File: src/rtl/tim_cfg_seq_if.sv
// APB link between the configuration sequencer and the timer slave port.
//  master: drives timx_psel/penable/pwrite/paddr/pwdata, samples timx_prdata
//  slave : the reverse direction
interface tim_cfg_seq_if;
  logic        timx_psel;
  logic        timx_penable;
  logic        timx_pwrite;
  logic [15:0] timx_paddr;
  logic [31:0] timx_pwdata;
  logic [31:0] timx_prdata;

  modport master (
    output timx_psel, timx_penable, timx_pwrite, timx_paddr, timx_pwdata,
    input  timx_prdata
  );

  modport slave (
    input  timx_psel, timx_penable, timx_pwrite, timx_paddr, timx_pwdata,
    output timx_prdata
  );
endinterface

File: src/rtl/tim_cfg_seq.sv
// Table-driven APB master that programs and supervises the timer.
// Entries {op, addr, data} are fetched from a 1-cycle-latency table and executed in order:
// 00 END, 01 WRITE, 10 POLL (until (prdata & data) == data), 11 DELAY data[15:0] cycles.
// Ports:
//  apb_clk, apb_rst_n       clock, asynchronous active-low reset
//  seq_start/abort/base     run control; base sampled with start
//  tbl_rd/tbl_addr/tbl_data table read port, data valid the cycle after tbl_rd
//  timx                     APB master port (interface)
//  seq_busy/done/err        status; err_code 1=timeout 2=overrun 3=abort
//  seq_idx                  index of the current or last entry
module tim_cfg_seq #(
  parameter int unsigned TBL_AW   = 5,
  parameter int unsigned POLL_MAX = 16,
  parameter int unsigned POLL_GAP = 8
) (
  input  logic              apb_clk,
  input  logic              apb_rst_n,
  input  logic              seq_start,
  input  logic              seq_abort,
  input  logic [TBL_AW-1:0] seq_base,
  output logic              tbl_rd,
  output logic [TBL_AW-1:0] tbl_addr,
  input  logic [49:0]       tbl_data,
  tim_cfg_seq_if.master     timx,
  output logic              seq_busy,
  output logic              seq_done,
  output logic              seq_err,
  output logic [1:0]        seq_err_code,
  output logic [TBL_AW-1:0] seq_idx
);

  localparam logic [1:0] OpEnd   = 2'b00;
  localparam logic [1:0] OpWrite = 2'b01;
  localparam logic [1:0] OpPoll  = 2'b10;
  localparam logic [1:0] OpDelay = 2'b11;

  localparam logic [1:0] ErrTimeout = 2'd1;
  localparam logic [1:0] ErrOverrun = 2'd2;
  localparam logic [1:0] ErrAbort   = 2'd3;

  localparam logic [TBL_AW-1:0] IdxLast   = {TBL_AW{1'b1}};
  localparam logic [7:0]        ReadsLast = 8'(POLL_MAX - 1);
  localparam logic [15:0]       GapInit   = 16'(POLL_GAP);

  typedef enum logic [2:0] {
    StIdle, StFetch, StDecode, StSetup, StAccess, StPwait, StDly, StDone
  } state_e;

  state_e            state_q, state_d;
  logic [TBL_AW-1:0] idx_q, idx_d;
  logic [15:0]       cnt_q, cnt_d;
  logic [7:0]        reads_q, reads_d;
  logic              abort_pend_q, abort_pend_d;
  logic              err_q, err_d;
  logic [1:0]        err_code_q, err_code_d;
  logic [1:0]        op_q;
  logic [31:0]       data_q;
  logic              psel_q, penable_q, pwrite_q;
  logic [15:0]       paddr_q;
  logic [31:0]       pwdata_q;

  logic [1:0] tbl_op;
  logic [1:0] op_next;
  logic       poll_hit;
  logic       entry_done;
  logic       fail;
  logic [1:0] fail_code;
  logic       apb_next;

  assign tbl_op   = tbl_data[49:48];
  assign poll_hit = (timx.timx_prdata & data_q) == data_q;
  // In DECODE the entry is still on tbl_data; afterwards it lives in op_q.
  assign op_next  = (state_q == StDecode) ? tbl_op : op_q;

  // State register
  always_ff @(posedge apb_clk or negedge apb_rst_n) begin
    if (!apb_rst_n) begin
      state_q <= StIdle;
    end else begin
      state_q <= state_d;
    end
  end

  // Next-state logic
  always_comb begin
    state_d      = state_q;
    idx_d        = idx_q;
    cnt_d        = cnt_q;
    reads_d      = reads_q;
    abort_pend_d = abort_pend_q;
    err_d        = 1'b0;
    err_code_d   = err_code_q;
    entry_done   = 1'b0;
    fail         = 1'b0;
    fail_code    = ErrAbort;

    case (state_q)
      StIdle: begin
        if (seq_start && !seq_abort) begin
          state_d      = StFetch;
          idx_d        = seq_base;
          err_code_d   = 2'd0;
          abort_pend_d = 1'b0;
        end
      end
      StFetch: begin
        if (seq_abort) fail = 1'b1;
        else           state_d = StDecode;
      end
      StDecode: begin
        if (seq_abort) begin
          fail = 1'b1;
        end else begin
          case (tbl_op)
            OpEnd: state_d = StDone;
            OpWrite, OpPoll: begin
              state_d = StSetup;
              reads_d = 8'd0;
            end
            OpDelay: begin
              if (tbl_data[15:0] == 16'd0) begin
                entry_done = 1'b1;
              end else begin
                state_d = StDly;
                cnt_d   = tbl_data[15:0];
              end
            end
          endcase
        end
      end
      StSetup: begin
        // A started transfer always finishes; the abort is acted on after ACCESS.
        state_d = StAccess;
        if (seq_abort) abort_pend_d = 1'b1;
      end
      StAccess: begin
        if (seq_abort || abort_pend_q) begin
          fail = 1'b1;
        end else if (op_q == OpWrite || poll_hit) begin
          entry_done = 1'b1;
        end else if (reads_q == ReadsLast) begin
          fail      = 1'b1;
          fail_code = ErrTimeout;
        end else begin
          reads_d = reads_q + 8'd1;
          cnt_d   = GapInit;
          state_d = StPwait;
        end
      end
      StPwait: begin
        if (seq_abort)            fail = 1'b1;
        else if (cnt_q == 16'd1)  state_d = StSetup;
        else                      cnt_d = cnt_q - 16'd1;
      end
      StDly: begin
        if (seq_abort)            fail = 1'b1;
        else if (cnt_q == 16'd1)  entry_done = 1'b1;
        else                      cnt_d = cnt_q - 16'd1;
      end
      StDone: begin
        if (seq_abort) fail = 1'b1;
        else           state_d = StIdle;
      end
      default: state_d = StIdle;
    endcase

    // The last table slot must hold END; anything else completing there is an overrun.
    if (entry_done) begin
      if (idx_q == IdxLast) begin
        fail      = 1'b1;
        fail_code = ErrOverrun;
      end else begin
        idx_d   = idx_q + 1'b1;
        state_d = StFetch;
      end
    end

    if (fail) begin
      state_d    = StIdle;
      err_d      = 1'b1;
      err_code_d = fail_code;
    end
  end

  assign apb_next = (state_d == StSetup) || (state_d == StAccess);

  // Datapath and registered APB outputs
  always_ff @(posedge apb_clk or negedge apb_rst_n) begin
    if (!apb_rst_n) begin
      idx_q        <= '0;
      cnt_q        <= 16'd0;
      reads_q      <= 8'd0;
      abort_pend_q <= 1'b0;
      err_q        <= 1'b0;
      err_code_q   <= 2'd0;
      op_q         <= OpEnd;
      data_q       <= 32'd0;
      psel_q       <= 1'b0;
      penable_q    <= 1'b0;
      pwrite_q     <= 1'b0;
      paddr_q      <= 16'd0;
      pwdata_q     <= 32'd0;
    end else begin
      idx_q        <= idx_d;
      cnt_q        <= cnt_d;
      reads_q      <= reads_d;
      abort_pend_q <= abort_pend_d;
      err_q        <= err_d;
      err_code_q   <= err_code_d;
      psel_q       <= apb_next;
      penable_q    <= (state_d == StAccess);
      pwrite_q     <= apb_next && (op_next == OpWrite);
      if (state_q == StDecode) begin
        op_q   <= tbl_op;
        data_q <= tbl_data[31:0];
        if (state_d == StSetup) begin
          paddr_q <= tbl_data[47:32];
          if (tbl_op == OpWrite) pwdata_q <= tbl_data[31:0];
        end
      end
    end
  end

  // Outputs
  always_comb begin
    tbl_rd       = (state_q == StFetch);
    tbl_addr     = idx_q;
    seq_busy     = (state_q != StIdle);
    seq_done     = (state_q == StDone) && !seq_abort;
    seq_err      = err_q;
    seq_err_code = err_code_q;
    seq_idx      = idx_q;
  end

  assign timx.timx_psel    = psel_q;
  assign timx.timx_penable = penable_q;
  assign timx.timx_pwrite  = pwrite_q;
  assign timx.timx_paddr   = paddr_q;
  assign timx.timx_pwdata  = pwdata_q;

endmodule

File: src/flat_wrapper.sv
// flat-port wrapper written by rule: the top's interface ports become plain ports
module tim_cfg_seq_flat 
#(
  parameter int unsigned TBL_AW   = 5,
  parameter int unsigned POLL_MAX = 16,
  parameter int unsigned POLL_GAP = 8
)
  (apb_clk, apb_rst_n, seq_start, seq_abort, seq_base, tbl_rd, tbl_addr, tbl_data, seq_busy, seq_done, seq_err, seq_err_code, seq_idx, timx_timx_psel, timx_timx_penable, timx_timx_pwrite, timx_timx_paddr, timx_timx_pwdata, timx_timx_prdata);
  tim_cfg_seq_if timx_i ();
  input  logic apb_clk;
  input  logic apb_rst_n;
  input  logic seq_start;
  input  logic seq_abort;
  input  logic [TBL_AW-1:0] seq_base;
  output logic tbl_rd;
  output logic [TBL_AW-1:0] tbl_addr;
  input  logic [49:0] tbl_data;
  output logic seq_busy;
  output logic seq_done;
  output logic seq_err;
  output logic [1:0] seq_err_code;
  output logic [TBL_AW-1:0] seq_idx;
  output wire logic [$bits(timx_i.timx_psel)-1:0] timx_timx_psel;
  output wire logic [$bits(timx_i.timx_penable)-1:0] timx_timx_penable;
  output wire logic [$bits(timx_i.timx_pwrite)-1:0] timx_timx_pwrite;
  output wire logic [$bits(timx_i.timx_paddr)-1:0] timx_timx_paddr;
  output wire logic [$bits(timx_i.timx_pwdata)-1:0] timx_timx_pwdata;
  input wire logic [$bits(timx_i.timx_prdata)-1:0] timx_timx_prdata;
  assign timx_timx_psel = timx_i.timx_psel;
  assign timx_timx_penable = timx_i.timx_penable;
  assign timx_timx_pwrite = timx_i.timx_pwrite;
  assign timx_timx_paddr = timx_i.timx_paddr;
  assign timx_timx_pwdata = timx_i.timx_pwdata;
  assign timx_i.timx_prdata = timx_timx_prdata;
  tim_cfg_seq #(.TBL_AW(TBL_AW), .POLL_MAX(POLL_MAX), .POLL_GAP(POLL_GAP)) u_core (.apb_clk(apb_clk), .apb_rst_n(apb_rst_n), .seq_start(seq_start), .seq_abort(seq_abort), .seq_base(seq_base), .tbl_rd(tbl_rd), .tbl_addr(tbl_addr), .tbl_data(tbl_data), .timx(timx_i), .seq_busy(seq_busy), .seq_done(seq_done), .seq_err(seq_err), .seq_err_code(seq_err_code), .seq_idx(seq_idx));
endmodule
File: config.mk
export PLATFORM = sky130hd
export DESIGN_NAME = tim_cfg_seq_flat
export DESIGN_NICKNAME = d
export VERILOG_FILES = /design/src/rtl/tim_cfg_seq_if.sv /design/src/rtl/tim_cfg_seq.sv /design/src/flat_wrapper.sv
export SDC_FILE = /design/constraint.sdc
export NUM_CORES = 1
export LEC_CHECK = 0
export CORE_MARGIN = 2
export CORE_UTILIZATION = 35
export CTS_BUF_LIST = sky130_fd_sc_hd__clkbuf_8
export CTS_CLUSTER_SIZE = 30
export DETAILED_ROUTE_END_ITERATION = 6
export PLACE_DENSITY = 0.57
export SLEW_MARGIN = 5
export SYNTH_ARGS = -nofsm -noshare
export SYNTH_HDL_FRONTEND = slang
export SYNTH_SLANG_ARGS = --single-unit
File: constraint.sdc
create_clock -name apb_clk -period 5.8 [get_ports apb_clk]
set_input_delay 0.87 -clock apb_clk [delete_from_list [all_inputs] [get_ports apb_clk]]
set_output_delay 0.87 -clock apb_clk [all_outputs]
set_load 0.01 [all_outputs]
==> flow_metrics.py <==
metrics = {
    "status": {
        "status": "finished, final reports clean",
    },
    "hold_path": {
        "whs_path_depth": 1,
        "min_from": "u_core.timx.timx_paddr[11]",
        "hold_class": "register to register",
    },
    "yosys": {
        "syn-num-nets": 630,
        "synth-seq-area-share_pct": 49.2,
        "synth_warnings": 0,
        "synthTopCellsByArea": "dfrtp_1, mux2_2, mux2_4",
        "yosys.area.top_type": "dfrtp_1",
        "yosysMostFrequentCell": "dfrtp_1",
        "synth_top_area_share_pct": 49.2,
        "postSynth.asyncResetShare_pct": 100,
        "synth_edf_count": 0,
        "syn_area_per_cell_sq_um": 11.6,
        "ys_types": 61,
        "ys_seq_elements": 121,
        "synthFlopType": "dfrtp_1",
        "synth_top_cells_by_count": "dfrtp_1, mux2_2, nand2_1, mux2_4, nor2_1",
        "netlist_area_sq_um": 6150,
        "postSynthCellCount": 531,
    },
    "sta": {
        "slew_headroom_pct": 20.3,
        "setup_viol": 0,
        "period_share_pct": 68.7,
        "tns_ns": 0,
        "min_period_ns": 3.99,
        "hold_viol": 0,
        "clock_skew_ns": 0.0126,
        "drv_slew": 0,
        "rsz0062_at_grt": "no",
        "worstMarginPinSlew_ns": 1.19,
        "max_freq_mhz": 251,
    },
    "cts": {
        "cts_resized": 0,
        "hold_buffers": 0,
        "cts_tree": "done",
        "htreeDepth": 4,
        "cts.sinks": 121,
        "clock_latency_ns": 0.44,
        "cts.path.max_buffers": 2,
        "path_clk_slew_ns": 0.08,
        "post_cts_buffers": 0,
        "numCtsBuffers": 17,
        "root_buffer": "clkbuf_8",
    },
    "final_layout": {
        "fin_util_pct": 48.0,
        "n_antenna_cell": 0,
        "layout.nets": 782,
        "stdcell_count": 921,
        "syn2layout_area_growth_pct": 34.5,
        "n_fill_cell": 1569,
        "drive_gt1_share_pct": 19.4,
    },
    "detailed_routing": {
        "drtIter0Drc": 402,
        "dr.pass1.iters": 5,
        "drt_wl_total_um": 16900,
        "drcViolationCount": 0,
        "ant_nets": 0,
        "post_drt_wl_per_cell_um": 18.3,
        "viasPerCell": 5.27,
        "vias": 4855,
    },
    "setup_path": {
        "critPathLaunchType": "primary input",
        "slowest_stage": "nor4_4",
        "crit_path_start": "timx_timx_prdata[2]",
        "critPathMaxStageDelay_ns": 0.91,
        "critPathKind": "primary input to register",
        "worstSetupEndpointType": "register",
        "cp.depth": 8,
        "worstPathRequired_ns": 6.13,
        "reg2reg_from": "u_core.state_q[2]",
        "crit_arrival_ns": 4.32,
        "crit_path_cell_trace": "clkdlybuf4s50_1 > nor2b_1 > a2111oi_0 > nand4_1 > o21a_1 > a31o_2 > nor4_4 > mux2_2",
        "worstPathMaxFanout": 16,
        "r2r_cells": 7,
        "cp.buffers_inverters": 1,
        "critPathTopFamily": "compound AO/OA/AOI/OAI gates",
    },
    "global_route": {
        "grt.total_usage_pct": 18.4,
        "grt_pass1_wl_um": 26000,
        "overflow": 0,
        "grt_max_degree": 79,
        "grt_pass1_vias": 4890,
        "antenna_found_initial": 1,
    },
    "placement": {
        "gp_congestion": 0.839,
        "dpl.cell_count": 889,
        "io_buffers": 157,
        "dp_hpwl_um": 12000,
    },
    "floorplanning": {
        "io_pins": 158,
        "start_util_pct": 35.7,
        "die_h_um": 137,
        "die_w_um": 137,
        "core_area_sq_um": 17200,
        "die_area_sq_um": 18700,
        "placementRows": 48,
    },
    "power": {
        "total_leakage_power_nw": 3.56,
        "p_per_area_nw_per_um2": 415,
        "vdd_ir_drop_max_mv": 0.219,
    },
    "job": {
        "maxCapViolations": 0,
    },
}
==> worst reg2reg max path: stages (launching register included) <==
cell and delay, ns:
dfrtp_1 0.68, inv_1 0.29, nor3_1 0.78, nand2_1 0.43, nand3_1 0.24, nand4_1 0.16
nor4_4 0.84, mux2_2 0.43
==> metrics by stage <==
stage | hold WS (ns) | worst slack [ns] | instance area, sq um | power, mW
after detailed placement | 0.474 | 1.24 | 7860 | 2.64
after CTS | 0.492 | 1.73 | 8270 | 3.47
final | 0.492 | 1.81 | 8270 | 3.43
after global placement | 0.474 | 1.36 | 7860 | 2.61
after global routing | 0.515 | 1.50 | 8270 | 3.66
after floorplan | 0.457 | 2.63 | 6150 | 2.12
==> worst paths after layout <==
check / end / slack, ns
setup / recovery: u_core.timx.timx_paddr[14] / 1.81
hold / removal: u_core.timx.timx_paddr[11] / 0.49
setup reg to reg: u_core.timx.timx_paddr[14] / 1.84
hold reg to reg: u_core.timx.timx_paddr[11] / 0.49
max in group asynchronous: u_core.cnt_q[11] / 4.04
min in group asynchronous: u_core.timx.timx_pwdata[7] / 0.59
==> sequential cells by signal (all words and copies together) (netlist names) <==
signal,cells
u_core.op_q,2
u_core.reads_q,8
u_core.seq_idx,5
u_core.seq_err,1
u_core.timx.timx_paddr,16
u_core.abort_pend_q,1
u_core.state_q,3
u_core.seq_err_code,2
u_core.timx.timx_psel,1
u_core.timx.timx_pwdata,32
u_core.timx.timx_pwrite,1
u_core.data_q,32
u_core.cnt_q,16
u_core.timx.timx_penable,1
==> cell type report <==
type	count	area [sq um]	area share, %
sequential	121	3030	36.6
multi-input combinational	365	2880	34.9
timing repair buffer	161	1600	19.3
tap	225	282	3.40
clock buffer	18	248	2.99
clock inverter	14	170	2.06
inverter	17	63.8	0.771
==> metal layers <==
layer	GRT usage [%]	share of wire (%)
met1	24.4	45
met2	28.1	46
met3	6.15	7.6
met4	6.19	1.7
met5	0	0
==> cells in the final DEF, fill, tap and decap left out, types with 5 or more instances in the layout <==
master and instances:
nor2_1 30, nand2b_1 5, buf_4 5, clkdlybuf4s50_1 156, a21oi_1 13, nor2b_1 26, a22oi_1 6, o2bb2ai_1 14
nand3_1 21, dfrtp_1 121, mux2_4 30, nand2_1 38, nor3_1 11, mux2_2 53, and3_1 5, nor4_1 14
xnor2_1 5, ha_1 8, o21ai_0 11, inv_1 16, a2111oi_0 8, clkbuf_8 18
==> kinds of logic (layout without fill, tap and decap cells) <==
logic type / count (synthesis) / count (layout) / share of synthesized area [%]
xor gates and xnor gates: 7 / 7 / 0.996
and+or+nand+nor: 178 / 178 / 16.0
adders and majority gates: 9 / 9 / 1.79
AOI/OAI and AO/OA: 81 / 81 / 9.68
DFF: 121 / 121 / 49.2
buffers and inverters: 45 / 210 / 4.11
muxes: 90 / 90 / 18.2
==> power by group <==
group / internal, mW / switching (mW)
sequential: 1.12 / 0.213
clock: 0.438 / 0.368
combinational: 0.692 / 0.600
No activity file was read; power rests on OpenSTA's default activity.
